===== config.mk =====
export PLATFORM = sky130hd
export DESIGN_NAME = sdram_arbiter
export DESIGN_NICKNAME = d
export VERILOG_FILES = /design/src/rtl/sdram_arbiter.sv
export SDC_FILE = /design/constraint.sdc
export NUM_CORES = 1
export LEC_CHECK = 0
export CAP_MARGIN = 20
export CELL_PAD_IN_SITES_DETAIL_PLACEMENT = 1
export CELL_PAD_IN_SITES_GLOBAL_PLACEMENT = 1
export CORE_MARGIN = 5
export CORE_UTILIZATION = 27
export DETAILED_ROUTE_END_ITERATION = 12
export GPL_TIMING_DRIVEN = 0
export PLACE_DENSITY = 0.77
export REMOVE_ABC_BUFFERS = 1
export SLEW_MARGIN = 0
export SYNTH_ARGS = -nofsm -noshare
export SYNTH_HDL_FRONTEND = slang
export SYNTH_SLANG_ARGS = --single-unit

===== constraint.sdc =====
create_clock -name clk -period 2.8 [get_ports clk]
set_input_delay 0.42 -clock clk [delete_from_list [all_inputs] [get_ports clk]]
set_output_delay 0.42 -clock clk [all_outputs]
set_load 0.02 [all_outputs]

===== src/rtl/sdram_arbiter.sv =====
// sdram_arbiter: round-robin sharing of one 8-bit SDRAM controller port
// between loader (p0), CPU (p1) and video (p2). Each granted access is
// turned into a fixed window: strobe high SLOT clk, then low SLOT clk, so
// the slot-rate controller always sees one high and one low sample.
module sdram_arbiter #(
    parameter int SLOT      = 6,
    parameter int INIT_WAIT = 192
) (
    input  logic        clk,
    input  logic        reset,
    input  logic        p0_req,
    input  logic        p0_we,
    input  logic [24:0] p0_addr,
    input  logic [7:0]  p0_din,
    output logic        p0_ack,
    input  logic        p1_req,
    input  logic        p1_we,
    input  logic [24:0] p1_addr,
    input  logic [7:0]  p1_din,
    output logic        p1_ack,
    input  logic        p2_req,
    input  logic        p2_we,
    input  logic [24:0] p2_addr,
    input  logic [7:0]  p2_din,
    output logic        p2_ack,
    output logic [7:0]  rdata,
    output logic        ready,
    output logic [24:0] mem_addr,
    output logic [7:0]  mem_din,
    output logic        mem_oe,
    output logic        mem_we,
    input  logic [7:0]  mem_dout
);

    localparam int IW = $clog2(INIT_WAIT + 1);
    localparam int CW = $clog2(2 * SLOT);

    typedef enum logic [1:0] {S_INIT, S_IDLE, S_ACCESS, S_ACK} state_t;

    state_t        state, state_next;
    logic [IW-1:0] init_cnt;
    logic [CW-1:0] cnt;
    logic [1:0]    rr;          // first port to look at on the next grant
    logic [1:0]    grant_idx;
    logic          we_l;
    logic [2:0]    acks;
    logic [2:0]    req;

    logic          sel_valid;
    logic [1:0]    sel;
    logic          sel_we;
    logic [24:0]   sel_addr;
    logic [7:0]    sel_din;
    logic          init_done;
    logic          access_last;
    logic          strobe_next;
    logic          we_next;
    logic          oe_out_next;
    logic          we_out_next;

    assign req         = {p2_req, p1_req, p0_req};
    assign init_done   = (init_cnt == IW'(INIT_WAIT - 1));
    assign access_last = (cnt == CW'(2 * SLOT - 1));
    assign p0_ack      = acks[0];
    assign p1_ack      = acks[1];
    assign p2_ack      = acks[2];

    // Round-robin pick: first requester at or after rr, wrapping 2 -> 0.
    always_comb begin
        int k;
        k         = 0;
        sel       = 2'd0;
        sel_valid = 1'b0;
        for (int i = 0; i < 3; i++) begin
            k = int'(rr) + i;
            if (k >= 3) k = k - 3;
            if (!sel_valid && req[k]) begin
                sel       = 2'(k);
                sel_valid = 1'b1;
            end
        end
        case (sel)
            2'd1:    begin sel_we = p1_we; sel_addr = p1_addr; sel_din = p1_din; end
            2'd2:    begin sel_we = p2_we; sel_addr = p2_addr; sel_din = p2_din; end
            default: begin sel_we = p0_we; sel_addr = p0_addr; sel_din = p0_din; end
        endcase
    end

    // State register.
    always_ff @(posedge clk) begin
        if (reset) state <= S_INIT;
        else       state <= state_next;
    end

    // Next-state logic.
    always_comb begin
        state_next = state;
        case (state)
            S_INIT:   if (init_done) state_next = S_IDLE;
            S_IDLE:   if (sel_valid) state_next = S_ACCESS;
            S_ACCESS: if (access_last) state_next = S_ACK;
            default:  state_next = S_IDLE;
        endcase
    end

    // Strobe for the next cycle: high for cnt = 0..SLOT-1, so it is raised
    // on the grant edge and dropped when cnt moves past SLOT-1.
    always_comb begin
        strobe_next = 1'b0;
        we_next     = we_l;
        if (state == S_IDLE && sel_valid) begin
            strobe_next = 1'b1;
            we_next     = sel_we;
        end else if (state == S_ACCESS && cnt < CW'(SLOT - 1)) begin
            strobe_next = 1'b1;
        end
        oe_out_next = strobe_next & ~we_next;
        we_out_next = strobe_next & we_next;
    end

    // Registered outputs, counters, grant latch and read capture.
    always_ff @(posedge clk) begin
        if (reset) begin
            init_cnt  <= '0;
            cnt       <= '0;
            rr        <= 2'd0;
            grant_idx <= 2'd0;
            we_l      <= 1'b0;
            acks      <= 3'b000;
            mem_oe    <= 1'b0;
            mem_we    <= 1'b0;
            mem_addr  <= '0;
            mem_din   <= '0;
            rdata     <= '0;
            ready     <= 1'b0;
        end else begin
            mem_oe <= oe_out_next;
            mem_we <= we_out_next;
            acks   <= 3'b000;
            case (state)
                S_INIT: begin
                    init_cnt <= init_cnt + 1'b1;
                    if (init_done) ready <= 1'b1;
                end
                S_IDLE: begin
                    if (sel_valid) begin
                        mem_addr  <= sel_addr;
                        mem_din   <= sel_din;
                        we_l      <= sel_we;
                        grant_idx <= sel;
                        rr        <= (sel == 2'd2) ? 2'd0 : sel + 2'd1;
                        cnt       <= '0;
                    end
                end
                S_ACCESS: begin
                    cnt <= cnt + 1'b1;
                    if (access_last) begin
                        if (!we_l) rdata <= mem_dout;
                        acks <= 3'b001 << grant_idx;
                    end
                end
                default: ;
            endcase
        end
    end

endmodule

==> impl_metrics.py, run 1 <==
metrics = {
    "sta": {
        "min_period_ns": 2.71,
        "tns_ns": 0,
        "holdWs_ns": 0.325,
        "fin_crit_sh": 0.968,
        "tightest_slew_ns": 0.687,
        "layout_setup_ws_ns": 0.0892,
        "fmax_mhz": 369,
        "slew_violations": 0,
        "hold_viol": 0,
        "skew_ns": 0.00730,
        "rsz0062_at_grt": "yes",
        "setup_viol_count_final": 0,
        "relSlewSlack": 0.542,
    },
    "layout": {
        "drive_above_1_share": 0.0801,
        "ff_latch_area_sq_um": 1330,
        "layout_common_cells": "160 x clkdlybuf4s50_1, 64 x dfxtp_1, 51 x o21ai_0",
        "fillers": 1628,
        "fin_nets": 737,
        "multi_input_area_sq_um": 2280,
        "layout_commonest_cell": "clkdlybuf4s50_1",
        "final_area_sq_um": 5990,
        "areaGrowthSynthToFinish_pct": 60.6,
        "antenna_cells": 0,
        "fin_util": 0.436,
    },
    "routing": {
        "dr.pass1.iters": 4,
        "vias": 3995,
        "drtIter0Drc": 152,
        "drc": 0,
        "wl_per_cell_microns": 16.6,
        "postRouteAntennaNets": 0,
        "vias_per_cell": 5.04,
        "wirelength_mm": 13.1,
    },
    "pwr": {
        "ir_worst_vdd_v": 0.000350,
        "power_frac_comb": 0.399,
        "seqPwrFrac": 0.284,
        "powerDensity_nw_per_um2": 633,
        "p_int_w": 0.00251,
        "p_clk_frac": 0.318,
        "p_sw_frac": 0.339,
        "p_switching_w": 0.00129,
        "leakage_nw": 2.06,
    },
    "clocking": {
        "clk_pin_slew_ns": 0.05,
        "clock_sinks": 66,
        "htree_levels": 3,
        "cts_made_buffers": 9,
        "cts_root_buffer": "clkbuf_16",
        "cts_tree": "built",
        "clk_latency_ns": 0.33,
        "cts_hold_buf": 0,
        "cts_buffer_depth": 2,
    },
    "floorplan": {
        "boundaryPins": 162,
        "die_height_microns": 127,
        "coreArea_sq_um": 13700,
        "dieArea_sq_um": 16300,
        "rows": 43,
        "start_util": 0.272,
        "chipWidth_microns": 127,
    },
    "global_routing": {
        "grt_max_degree": 102,
        "grt_pass1_vias": 4223,
        "globalRouteTotalUtil": 0.158,
        "grt_pass1_wl_mm": 20.9,
        "grt.overflow.total": 0,
        "antenna_found_initial": 0,
    },
    "setup_path": {
        "cp-start-kind": "input pin",
        "cp_max_fo": 5,
        "worstPathRequired_ns": 3.03,
        "worst_setup_path_end_kind": "flop",
        "crit_arrival_ns": 2.94,
        "path_class": "input pin to flop",
        "r2r_setup_slack_ns": 0.10,
    },
    "synthesis": {
        "synth.avg_cell_area_sq_um": 8.00,
        "ys_warn_count": 0,
        "synth_flop_cell": "dfxtp_1",
        "postSynth.asyncResetShare": 0,
        "synth_edf_count": 0,
        "yosysSeqAreaShare": 0.354,
        "ys_ff_latch": 66,
        "yosysUniqueCellTypes": 49,
        "syn_area_sq_um": 3730,
        "netlist_instances": 466,
    },
    "job": {
        "cap_violations": 0,
    },
    "hold_path": {
        "hp-class": "input pin to flop",
    },
    "outcome": {
        "status": "complete, no violations",
    },
    "place": {
        "hpwl_mm": 9.39,
        "placed_cell_area_sq_um": 5450,
        "io_buffers": 161,
        "place_congestion": 0.752,
        "dp_slack_ns": -0.877,
    },
}
-- repair_timing --
action	CTS	global route
pin swaps	1	2
resized for setup	16	12
endpoints found under the setup margin	36	35
setup buffers	7	0
-- final timing paths --
path | startpoint | endpoint | cells past startpoint
max | p1_req | mem_we | 11
min | reset | init_cnt[5] | 2
min reg2reg | ready | ready | 2
max reg2reg | rr[0] | mem_we | 12
-- cells by family after synthesis --
kind of cell               count (synthesis)  share of synthesized area
AOI/OAI and AO/OA                        186                      0.320
and+or+nand+nor                          132                      0.183
DFF                                       66                      0.354
buffers and inverters                     55                     0.0618
adders and majority gates                 15                     0.0504
xor gates and xnor gates                   6                     0.0141
muxes                                      6                     0.0164
-- synth_stat cells (2+ instances only) --
library cell / instances / area [sq um]
dfxtp_1: 66 / 1320
o21ai_0: 52 / 260
a21oi_1: 49 / 245
nor2_1: 46 / 173
clkbuf_1: 37 / 139
nor2b_1: 37 / 231
a22oi_1: 34 / 255
o31ai_1: 34 / 255
nand2_1: 18 / 67.6
ha_1: 15 / 188
inv_1: 13 / 48.8
nand3_1: 6 / 30.0
mux2i_1: 5 / 50.1
nand2b_1: 5 / 31.3
nand4_1: 4 / 25.0
xor2_1: 4 / 35.0
buf_6: 3 / 33.8
nand3b_1: 3 / 22.5
a31oi_1: 2 / 12.5
nor3_1: 2 / 10.0
nor4b_1: 2 / 17.5
xnor2_1: 2 / 17.5
-- stage by stage --
| step | total power (W) | std cells |
|---|---|---|
| after global routing | 0.00404 | 792 |
| final | 0.00379 | 792 |
| after global placement | 0.00234 | 765 |
| after CTS | 0.00379 | 791 |
| after floorplan | 0.00185 | 424 |
| after detailed placement | 0.00244 | 768 |
-- metal layers --
layer / wire (microns) / track usage / up-vias
met4: 344 / 0.0644 / 0
met3: 976 / 0.0573 / 22
li1: - / - / 1960
met2: 6450 / 0.278 / 121
met1: 5350 / 0.173 / 1892
met5: 0 / 0 / -
-- layout make-up --
cell class              instances  share of cell area
multi-input cells             345               0.380
repair buffers                172               0.299
flip-flops and latches         66               0.222
clock buffers                  11              0.0405
well taps                     180              0.0376
clock inverters                 5              0.0130
inverters                      13             0.00857
-- sequential cells by signal, indices dropped and copies added (netlist names) --
signal / flops
mem_addr: 25
init_cnt: 8
mem_din: 8
rdata: 8
cnt: 4
acks: 3
grant_idx: 2
rr: 2
state: 2
mem_oe: 1
mem_we: 1
ready: 1
we_l: 1
-- worst max-delay path: stages --
cell and delay [ns]:
clkdlybuf4s50_1 0.63, nand2b_1 0.14, and3_4 0.20, o32a_1 0.34
or2_4 0.29, inv_4 0.08, ha_4 0.17, a22oi_1 0.09
o21ai_1 0.15, nand3_1 0.13, a221oi_1 0.29
-- power groups by stage --
stage          combinational, W  clock (W)  sequential, W
2_1_floorplan          0.000708          0        0.00114
3_3_place_gp            0.00126          0        0.00109
3_5_place_dp            0.00135          0        0.00109
4_1_cts                 0.00147    0.00125        0.00107
5_1_grt                 0.00166    0.00129        0.00108
6_report                0.00151    0.00120        0.00108
Power figures use the tool's default switching activity.
==> run 2: changes to the inputs <==
Settings changed: CELL_PAD_IN_SITES_GLOBAL_PLACEMENT 1 to 2, CORE_UTILIZATION 27 to 23, PLACE_DENSITY 0.77 to 0.8.
Clock period 2.8 ns to 3.05 ns, I/O delays scaled along.
==> impl_metrics.py, run 2 (synthesized netlist as in run 1, its figures left out) <==
metrics = {
    "setup_path": {
        "path_class": "flop to flop",
        "crit_arrival_ns": 3.12,
        "cp-start-kind": "flop",
        "worst-path-buf-inv": 2,
        "worstPathRequired_ns": 3.25,
        "worst_setup_path_end_kind": "flop",
        "crit_chain": "inv_1 -> ha_1 -> nand2b_1 -> and3_4 -> o32a_1 -> or2_2 -> ha_4 -> buf_8 -> a22oi_1 -> nor2_1 -> a21oi_1 -> o31ai_1",
        "cp_max_fo": 18,
        "cpMaxStageDelayCell": "dfxtp_1",
        "cp_top_family": "simple AND/OR/NAND/NOR gates",
        "r2r_setup_slack_ns": 0.13,
        "max_stage_delay_ns": 0.38,
    },
    "pwr": {
        "p_clk_frac": 0.283,
        "p_sw_frac": 0.360,
        "p_int_w": 0.00212,
        "p_switching_w": 0.00119,
        "seqPwrFrac": 0.298,
        "leakage_nw": 2.02,
        "powerDensity_nw_per_um2": 560,
        "power_frac_comb": 0.419,
        "ir_worst_vdd_v": 0.000219,
    },
    "global_routing": {
        "grt.overflow.total": 0,
        "grt_max_degree": 59,
        "grt_pass1_wl_mm": 21.4,
        "antenna_found_initial": 0,
        "grt_pass1_vias": 4285,
        "globalRouteTotalUtil": 0.143,
    },
    "place": {
        "hpwl_mm": 9.85,
        "io_buffers": 161,
        "placed_cell_area_sq_um": 5520,
        "dp_slack_ns": -0.704,
        "place_congestion": 0.735,
    },
    "sta": {
        "fin_crit_sh": 0.957,
        "fmax_mhz": 343,
        "layout_setup_ws_ns": 0.130,
        "slew_violations": 0,
        "setup_viol_count_final": 0,
        "tightest_slew_ns": 0.606,
        "min_period_ns": 2.92,
        "relSlewSlack": 0.595,
        "skew_ns": 0.00599,
        "tns_ns": 0,
        "holdWs_ns": 0.475,
        "hold_viol": 0,
    },
    "clocking": {
        "cts_made_buffers": 9,
        "cts_buffer_depth": 2,
        "htree_levels": 3,
        "clk_pin_slew_ns": 0.05,
        "cts_root_buffer": "clkbuf_16",
        "cts_tree": "built",
        "clk_latency_ns": 0.33,
        "clock_sinks": 66,
    },
    "routing": {
        "drc": 0,
        "vias_per_cell": 4.80,
        "drtIter0Drc": 161,
        "wl_per_cell_microns": 16.7,
        "dr.pass1.iters": 4,
        "postRouteAntennaNets": 0,
        "wirelength_mm": 13.8,
        "vias": 3968,
    },
    "hold_path": {
        "hp-class": "flop to flop",
    },
    "layout": {
        "drive_above_1_share": 0.0704,
        "fin_nets": 736,
        "layout_common_cells": "160 x clkdlybuf4s50_1, 65 x dfxtp_1, 51 x o21ai_0",
        "fin_util": 0.373,
        "layout_commonest_cell": "clkdlybuf4s50_1",
        "antenna_cells": 0,
        "final_area_sq_um": 5920,
        "largest_reg_flops": 25,
        "areaGrowthSynthToFinish_pct": 58.9,
        "regMostFlops": "mem_addr",
    },
    "job": {
        "cap_violations": 0,
    },
    "floorplan": {
        "rows": 46,
        "start_util": 0.235,
        "dieArea_sq_um": 18900,
        "chipWidth_microns": 137,
        "boundaryPins": 162,
        "die_height_microns": 137,
        "coreArea_sq_um": 15900,
    },
    "outcome": {
        "status": "complete, no violations",
    },
}
## run 2: changes by cell type in the layout (fill, tap and decap cells not counted), sizes merged
| cell | before | now |
|---|---|---|
| bufinv | 2 | 0 |
| clkbuf | 11 | 13 |
| buf | 12 | 11 |
| clkinv | 2 | 3 |
| clkinvlp | 1 | 0 |
## run 2: layer usage
metal	part of all wire	vias up	routed length, microns	GRT usage
met5	0	-	0	0
met2	0.48	122	6670	0.240
met3	0.078	16	1070	0.0555
met4	0.018	0	244	0.0466
li1	-	1953	-	-
met1	0.42	1877	5810	0.167
## run 2: repair_timing
item                                    in CTS  in global routing
endpoints found under the setup margin      36                 36
buffers inserted                             2                  4
pin swaps                                    1                  2
gates resized for setup                      7                 11
hold buffers                                 0                  0
gates cloned                                 0                  0
## run 2: path summary, 6_finish.rpt
check	startpoint	end	cells past startpoint
worst min register to register	grant_idx[0]	acks[2]	1
worst max register to register	rr[1]	mem_addr[2]	12
worst min-delay path	grant_idx[0]	acks[2]	1
worst max-delay path	rr[1]	mem_addr[2]	12
## run 2: power by group through the flow
stage | sequential, W | clock, W | combinational [W]
after global routing | 0.000994 | 0.00101 | 0.00153
after detailed placement | 0.00100 | 0 | 0.00130
after CTS | 0.000986 | 0.000970 | 0.00137
after floorplan | 0.00105 | 0 | 0.000650
final | 0.000986 | 0.000939 | 0.00139
after global placement | 0.000997 | 0 | 0.00119
## run 2: area by class of cell
cell class	count	area, sq um
Fill cell	1856	9960
Multi-Input combinational cell	345	2250
Timing Repair Buffer	171	1760
Sequential cell	66	1320
Tap cell	216	270
Clock buffer	13	250
Inverter	13	48.8
Clock inverter	3	15.0
## run 2: per-stage QoR
| stage | total power, W | instances |
|---|---|---|
| after floorplan | 0.00170 | 424 |
| after global placement | 0.00219 | 801 |
| after detailed placement | 0.00230 | 805 |
| after CTS | 0.00332 | 823 |
| after global routing | 0.00354 | 827 |
| final | 0.00331 | 827 |
